$ cat config.mk
export PLATFORM = sky130hd
export DESIGN_NAME = pwm_duty_ctrl
export DESIGN_NICKNAME = d
export VERILOG_FILES = /design/src/rtl/pwm_pkg.sv /design/src/rtl/pwm_frame_timer.sv /design/src/rtl/pwm_duty_ctrl.sv
export SDC_FILE = /design/constraint.sdc
export NUM_CORES = 1
export LEC_CHECK = 0
export ABC_AREA = 0
export CORE_MARGIN = 2
export CORE_UTILIZATION = 49
export DETAILED_ROUTE_END_ITERATION = 10
export PLACE_DENSITY = 0.71
export SLEW_MARGIN = 10
export SYNTH_ARGS = -nofsm -noshare
export SYNTH_HDL_FRONTEND = slang
export SYNTH_SLANG_ARGS = --single-unit
$ cat constraint.sdc
create_clock -name clk -period 4.8 [get_ports clk]
set_clock_uncertainty 0.15 [all_clocks]
set_input_delay 0.48 -clock clk [delete_from_list [all_inputs] [get_ports clk]]
set_output_delay 0.48 -clock clk [all_outputs]
set_load 0.03 [all_outputs]
$ cat src/rtl/pwm_pkg.sv
// Shared definitions for the PWM duty-cycle path: the pulse-width word
// size used by both pwm_duty_ctrl and PWM, the sequencer state encoding,
// and the clamp applied to incoming targets.
package pwm_pkg;

  // Width of the PWM.PW pulse-width word.
  localparam int unsigned PWM_W = 12;

  // Sequencer states. OFF holds the output at zero and refuses targets,
  // IDLE sits on the target, and RAMP slews toward it once per frame.
  typedef enum logic [1:0] {
    ST_OFF  = 2'd0,
    ST_IDLE = 2'd1,
    ST_RAMP = 2'd2
  } pwm_state_e;

  // Limit a requested pulse width to [lo, hi].
  function automatic int unsigned clamp_pw(input int unsigned value,
                                           input int unsigned lo,
                                           input int unsigned hi);
    int unsigned result;
    result = value;
    if (result < lo) result = lo;
    if (result > hi) result = hi;
    return result;
  endfunction

endpackage

$ cat src/rtl/pwm_frame_timer.sv
// Free-running frame counter. It counts 0 .. FRAME_CYCLES-1 and wraps,
// raising frame_tick for the single cycle in which the count is at its
// last value. Blocks that need frame alignment act on the edge that
// ends a tick cycle.
module pwm_frame_timer #(
  parameter int unsigned FRAME_CYCLES = 4096
) (
  input  logic clk,
  input  logic rst,
  output logic frame_tick
);

  // A one-cycle frame still needs a one-bit counter.
  localparam int unsigned CW = (FRAME_CYCLES > 1) ? $clog2(FRAME_CYCLES) : 1;
  localparam logic [CW-1:0] LAST = CW'(FRAME_CYCLES - 1);

  logic [CW-1:0] count_q;
  logic [CW-1:0] count_d;

  // Next count: wrap to zero after the last cycle of the frame.
  // NOTE: combinational blocks assign a default first so that every path
  // drives the output and no latch is inferred.
  always_comb begin
    count_d = count_q + 1'b1;
    if (count_q == LAST) count_d = '0;
  end

  // Counter register; restarts from zero on reset.
  // NOTE: flops use non-blocking assignments so every register samples
  // the pre-edge value of every other register.
  always_ff @(posedge clk or posedge rst) begin
    if (rst) count_q <= '0;
    else     count_q <= count_d;
  end

  assign frame_tick = (count_q == LAST);

endmodule

$ cat src/rtl/pwm_duty_ctrl.sv
// Duty-cycle sequencer feeding PWM.PW. Targets arrive over a valid/ready
// handshake and are clamped to [PW_MIN, PW_MAX]. Once per frame the
// output slews toward the target by at most `step` (0 = jump straight
// there). Dropping enable forces the output and the target to zero on
// the next edge, independent of the frame timing.
module pwm_duty_ctrl
  import pwm_pkg::*;
#(
  parameter int unsigned W            = PWM_W,
  parameter int unsigned FRAME_CYCLES = 4096,
  parameter int unsigned PW_MIN       = 0,
  parameter int unsigned PW_MAX       = 4095
) (
  input  logic         clk,
  input  logic         rst,
  input  logic         enable,
  input  logic         tgt_valid,
  output logic         tgt_ready,
  input  logic [W-1:0] tgt_pw,
  input  logic [W-1:0] step,
  output logic [W-1:0] PW,
  output logic         frame_tick,
  output logic         busy,
  output logic         at_target
);

  pwm_state_e   state_q, state_d;
  logic [W-1:0] pw_q, pw_d;
  logic [W-1:0] target_q, target_d;

  logic [W-1:0] tgt_clamped;
  logic [W-1:0] ramp_next;
  logic         handshake;

  // Frame alignment comes from the shared timer; it runs regardless of
  // enable so the frame phase is never disturbed by gating.
  pwm_frame_timer #(
    .FRAME_CYCLES(FRAME_CYCLES)
  ) u_frame_timer (
    .clk       (clk),
    .rst       (rst),
    .frame_tick(frame_tick)
  );

  assign tgt_clamped = W'(clamp_pw(32'(tgt_pw), PW_MIN, PW_MAX));
  assign handshake   = tgt_valid && tgt_ready;

  // One frame's worth of slew toward the registered target. The extra
  // top bit keeps PW+step from wrapping before it is compared with the
  // target.
  always_comb begin
    logic [W:0] pw_ext;
    logic [W:0] tgt_ext;
    logic [W:0] step_ext;
    logic [W:0] sum;
    logic [W:0] diff;

    pw_ext    = {1'b0, pw_q};
    tgt_ext   = {1'b0, target_q};
    step_ext  = {1'b0, step};
    sum       = pw_ext + step_ext;
    diff      = pw_ext - tgt_ext;
    ramp_next = target_q;

    if (step == '0 || pw_q == target_q) begin
      ramp_next = target_q;
    end else if (target_q > pw_q) begin
      // Rising: stop at the target rather than overshoot it.
      ramp_next = (sum >= tgt_ext) ? target_q : sum[W-1:0];
    end else begin
      // Falling: only subtract when a full step still lands above target.
      ramp_next = (diff <= step_ext) ? target_q : (pw_q - step);
    end
  end

  // Next-state, target and output-word logic. Disable overrides
  // everything, including a handshake offered in the same cycle.
  always_comb begin
    state_d  = state_q;
    pw_d     = pw_q;
    target_d = target_q;

    if (!enable) begin
      state_d  = ST_OFF;
      pw_d     = '0;
      target_d = '0;
    end else begin
      unique case (state_q)
        ST_OFF: begin
          state_d = ST_IDLE;
        end
        ST_IDLE: begin
          if (target_q != pw_q) state_d = ST_RAMP;
        end
        ST_RAMP: begin
          if (target_q == pw_q) state_d = ST_IDLE;
        end
        default: begin
          state_d = ST_OFF;
        end
      endcase

      if (state_q == ST_IDLE || state_q == ST_RAMP) begin
        // The tick slews against the target held before this edge; a
        // target accepted on the same edge takes effect from the next tick.
        if (frame_tick) pw_d = ramp_next;
        if (handshake)  target_d = tgt_clamped;
      end
    end
  end

  // State, output word and target registers.
  always_ff @(posedge clk or posedge rst) begin
    if (rst) begin
      state_q  <= ST_OFF;
      pw_q     <= '0;
      target_q <= '0;
    end else begin
      state_q  <= state_d;
      pw_q     <= pw_d;
      target_q <= target_d;
    end
  end

  assign PW        = pw_q;
  assign tgt_ready = (state_q != ST_OFF);
  assign busy      = (state_q == ST_RAMP);
  assign at_target = (pw_q == target_q);

endmodule

* Yosys cells after proc, flatten, opt, wreduce, memory -nomap -nowiden
Index checks and enable logic that the tools add are counted.
Word-level totals: register bits 38, bits in latches 0, RAM bits 0, bits in read-only memories 0, input port bits 28, logic and storage cells 46, memories kept 0
Operators by class: add/sub/neg operators 4, $mul 0, divide/modulo/power cells 0, magnitude comparators 3, equal/unequal tests 11, shifts and indexed selects 0, muxes and demuxes 15, bitwise operators 0, reduce and logical (&&, ||, !) cells 9
Operators by type and width (number):
- 2-to-1 mux 12 bit | 11
- == test 12 bit | 2
- adder 12 x 12 -> 13 bit | 1
- greater-or-equal comparator 13 x 12 -> 1 bit | 1
- less-or-equal comparator 13 x 12 -> 1 bit | 1
- subtractor 12 x 12 -> 13 bit | 1
- adder 12 x 1 -> 12 bit, second input constant | 1
- == test 12 bit, second input constant | 1
- > comparator 12 bit | 1
- logical NOT 12 bit | 1
- inequality test 12 bit | 1
- subtractor 12 bit | 1
- 2-to-1 mux 2 bit | 3
- inequality test 2 x 1 -> 1 bit, second input constant | 3
- case mux 2 bit (3 select lines) | 1
- AND reduction 2 bit | 3
- inequality test 3 x 2 -> 1 bit, second input constant | 1
- inequality test 3 bit, second input constant | 1
- == test 2 x 1 -> 1 bit, second input constant | 1
- == test 2 bit, second input constant | 1
- logical NOT 2 bit | 1
- logical OR 1 bit | 2
- nonzero test 2 bit | 1
- logical AND 1 bit | 1

* Logic depth before layout (Yosys ltp)
depth in word-level cells 8, mapped depth 20

* Modules after synthesis
A second synthesis with hierarchy kept.
Second synthesis, totals: cell total of the unflattened synthesis 506, area total of the unflattened synthesis 4217.8 µm²
Modules (own cells, without submodules):
- pwm_duty_ctrl | times used 1, cells an instance 454, area an instance 3629.7 µm², seq. area each 650.6 µm²
- pwm_frame_timer | times used 1, cells an instance 52, area an instance 588.1 µm², seq. area each 300.3 µm²

* Least setup slack after synthesis
No wires, ideal clock.
path kind register to register, from reg pw_q[0] (netlist: PW[0]), to reg pw_q[0] (netlist: PW[0]), arrival time 4082 ps, required time 4528 ps, setup slack 446 ps, stages on the path, launching flop included 21, period minus slack after synthesis 4354 ps, cells stage by stage dfrtp_1 inv_1 ha_1 inv_1 fa_1 a21o_1 a21oi_1 o21a_1 o21bai_1 a21oi_1 xnor2_1 ha_1 a21o_1 a21oi_1 nand2_1 o21ai_0 nand3_1 and3_1 buf_6 or2_1 a32o_1
On the way: longest elaborated chain between the ends 8, elaborated cells on any way between the ends 15
RTL lines:
- start, declared | RTL line pwm_duty_ctrl.sv:28 | logic [W-1:0] pw_q, pw_d;
- start signal, assigned | RTL line pwm_duty_ctrl.sv:120 | pw_q <= pw_d;
- subtractor 12 x 12 -> 13 bit / adder 12 x 12 -> 13 bit (equally long branches) | RTL line pwm_duty_ctrl.sv:62, pwm_duty_ctrl.sv:61
- less-or-equal comparator 13 x 12 -> 1 bit / greater-or-equal comparator 13 x 12 -> 1 bit (equally long branches) | RTL line pwm_duty_ctrl.sv:72, pwm_duty_ctrl.sv:69
- 2-to-1 mux 12 bit (on tied branches) | RTL line pwm_duty_ctrl.sv:72, pwm_duty_ctrl.sv:69
- 2-to-1 mux 12 bit | RTL line pwm_duty_ctrl.sv:67 | end else if (target_q > pw_q) begin
- 2-to-1 mux 12 bit * | RTL line pwm_duty_ctrl.sv:65 | if (step == '0 || pw_q == target_q) begin
- 2-to-1 mux 12 bit * | RTL line pwm_duty_ctrl.sv:106 | if (frame_tick) pw_d = ramp_next;
- 2-to-1 mux 12 bit * | RTL line pwm_duty_ctrl.sv:103 | if (state_q == ST_IDLE || state_q == ST_RAMP) begin
- 2-to-1 mux 12 bit * | RTL line pwm_duty_ctrl.sv:83 | if (!enable) begin
Every way passes the cells marked *; elsewhere a longest branch is shown, timed or not. The select of a mux whose other input is x is not followed. A chain may end at the register's enable or synchronous reset.

* Worst setup path after layout
Same ends and word-level chain as after synthesis.

==> reports/metrics.cfg <==
[cts]
cts_tree=built
cts-resized-gates=0
h-tree-depth=2
cts_setup_buffers=0
cts.clk_slew.worst_paths_ns=0.07
worstSkewPairLatency_ns=0.29
cts_sinks=38
numCtsBuffers=5
cts_buffer_depth=2
clockRootBuffer=clkbuf_8
hold_buffers=0

[logic_synthesis]
yosysUniqueCellTypes=65
syn_area_sq_um=4130
synth.area.mux_share_pct=0.273
yosysMostFrequentCell=ha_1
ys.flop_type=dfrtp_1
synth_top_cell_by_area=dfrtp_1
synth_area_leaders=dfrtp_1 23%, ha_1 19%, nand2_1 5.0%
synth_nets=600
syn_inst=506
synth_xor_area_share_pct=6.78
synth_compound_area_share_pct=24.9
ys_seq_area_share_pct=23.0
synthTopCellsByCount=63 x ha_1, 55 x nand2_1, 50 x nor2_1, 40 x inv_1, 38 x dfrtp_1
synth_top_family_by_area=compound AO/OA/AOI/OAI gates
synthSimpleGateAreaFrac_pct=19.3
ys_ff_latch=38
synthAdderAreaFrac_pct=20.5
syn_area_per_cell_sq_um=8.16
synth_top_area_share_pct=23.0
async_flop_share_pct=100
ys.warnings.count=0
synth-edff-count=0

[timing]
slew_headroom_pct=36.3
fin_crit_ns=4.53
worst_slew_pin_slew_ns=0.951
slew_violations=0
rsz0062_at_grt=no
hold_viol=0
setup_slack_ns=0.270
setup_violations=0
hold_ws_ns=0.317
fmax_mhz=221
finalSetupTns_ns=0
min_period_over_period_pct=94.4

[status]
status=finished, final reports clean

[drt]
drc=0
postRouteAntennaNets=0
routedWlPerCell_microns=17.4
vias_per_cell=5.88
dr.pass1.iters=5
vias=3970
first_iter_violations=202
wl_microns=11700

[global_routing]
grt.overflow.total=0
grt_start_max_net_pins=39
grt_pass1_vias=3885
grt_usage_pct=27.3
antenna_found_initial=0
grt_pass1_wl_microns=19300

[floorplanning]
io_pins=44
fp.dieW_microns=95.8
die_h_microns=95.8
die_area_sq_um=9180
rows=33
start_util_pct=50.5
core_sq_um=8180

[worst_hold_path]
hold_start=u_frame_timer.count_q[6]
hold_depth=1
hold_end=u_frame_timer.count_q[6]
hold_class=register to register

[pwr]
p_sw_mw=0.789
p_int_mw=0.911
combPwrFrac_pct=67.0
report.power.total_mw=1.70
clkPwrFrac_pct=12.4
seq_power_share_pct=20.7
switching_share_pct=46.4
peakVddDrop_v=0.000421
p_leak_nw=2.26
power.density_nw_per_um2=343

[layout]
finalNonFillerCells=675
drive_gt1_share_pct=8.95
antennaDiodeCount=0
nets=664
fillers=740
area.growth.synth_to_final_pct=19.9

[setup_path]
end_kind=register
worstPathArrival_ns=4.56
r2r_end=PW[0]
reg2reg_setup_slack_ns=0.27
reg2regPathDepth=21
start_kind=register
worstPathRequired_ns=4.83
crit_path_max_fanout=4
rr_startpoint=PW[0]
path_class=register to register

[placed_design]
dp.cells=668
post-place-ws_ns=-0.0257
portBuffers=43
dp_hpwl_microns=9640
gp_congestion=0.959

[run]
maxCapViolations=0

==> power groups by stage <==
| stage | Combinational, mW | Sequential, mW | Clock, mW |
|---|---|---|---|
| floorplan | 0.720 | 0.352 | 0 |
| global placement | 1.09 | 0.356 | 0 |
| detailed placement | 1.11 | 0.357 | 0 |
| CTS | 1.12 | 0.351 | 0.214 |
| global route | 1.24 | 0.354 | 0.222 |
| finish | 1.14 | 0.352 | 0.210 |
==> cell families (layout without fill, tap and decap cells) <==
kind of cell | Yosys count | in the layout
buffers and inverters | 55 | 119
xor gates and xnor gates | 32 | 32
adders and majority gates | 66 | 66
DFF | 38 | 38
muxes | 1 | 1
and+or+nand+nor | 169 | 169
AOI/OAI and AO/OA | 145 | 145
==> worst max-delay path: stages (launching register included) <==
cell and delay, ns:
dfrtp_1 0.42, inv_1 0.11, ha_1 0.22, inv_1 0.07
fa_1 0.40, a21o_1 0.20, a21oi_1 0.24, o21a_1 0.18
o21bai_1 0.07, a21oi_1 0.18, xnor2_1 0.15, ha_1 0.27
a21o_1 0.19, a21oi_2 0.19, nand2_1 0.10, o21ai_0 0.17
buf_4 0.16, nand3_1 0.11, and3_1 0.24, buf_4 0.14
or2_1 0.20, a32o_1 0.25
==> layout make-up <==
type	count	area [sq um]	area share, %
well taps	105	131	2.65
flip-flops and latches	38	951	19.2
repair buffers	72	648	13.1
multi-input cells	413	2990	60.4
clock buffers	6	72.6	1.47
clock inverters	1	7.51	0.152
inverters	40	150	3.03
==> per-stage QoR <==
stage / utilization [%] / instance area (sq um)
6_report: 60.6 / 4950
5_1_grt: 60.6 / 4950
4_1_cts: 60.2 / 4920
3_5_place_dp: 59.3 / 4840
3_3_place_gp: 59.3 / 4840
2_1_floorplan: - / 4130
==> per-layer routing <==
metal  track usage, %  wire length [microns]
met3             3.37                    717
met4             7.86                    179
met2             45.0                   5380
met1             37.6                   5470
met5                0                      0
==> cells in the final DEF (no fill, tap or decap), types with 5 or more instances in the layout <==
cell	synthesis	routed
a211oi_1	5	5
a21oi_1	31	30
nand3_1	10	10
nor3_1	7	7
xor2_1	10	10
clkdlybuf4s50_1	0	43
nor4_1	7	7
a21o_1	7	7
clkbuf_8	0	5
nand2_1	55	55
nor2_1	50	50
o21ai_0	22	22
dfrtp_1	38	38
a21boi_0	14	14
o21bai_1	7	7
ha_1	63	63
buf_4	0	29
o21a_1	9	9
xnor2_1	22	22
inv_1	40	40
nand4_1	8	8
nor2b_1	7	7
and3_1	6	6
==> flip-flops by register name, indices dropped and copies added (netlist names) <==
name and flops:
u_frame_timer.count_q 12, PW 12, state_q 2, target_q 12
==> worst max path at each step <==
stage,from,to,slack [ns],cells after the start
after floorplan,PW[0],PW[0],0.45,20
after global placement,step[1],PW[0],0.006,18
after detailed placement,step[1],PW[0],-0.03,18
after CTS,PW[0],PW[0],0.16,21
after global routing,step[0],PW[4],0.02,17
final,PW[0],PW[0],0.27,21
Note: power is estimated with default switching activity, not from simulation.
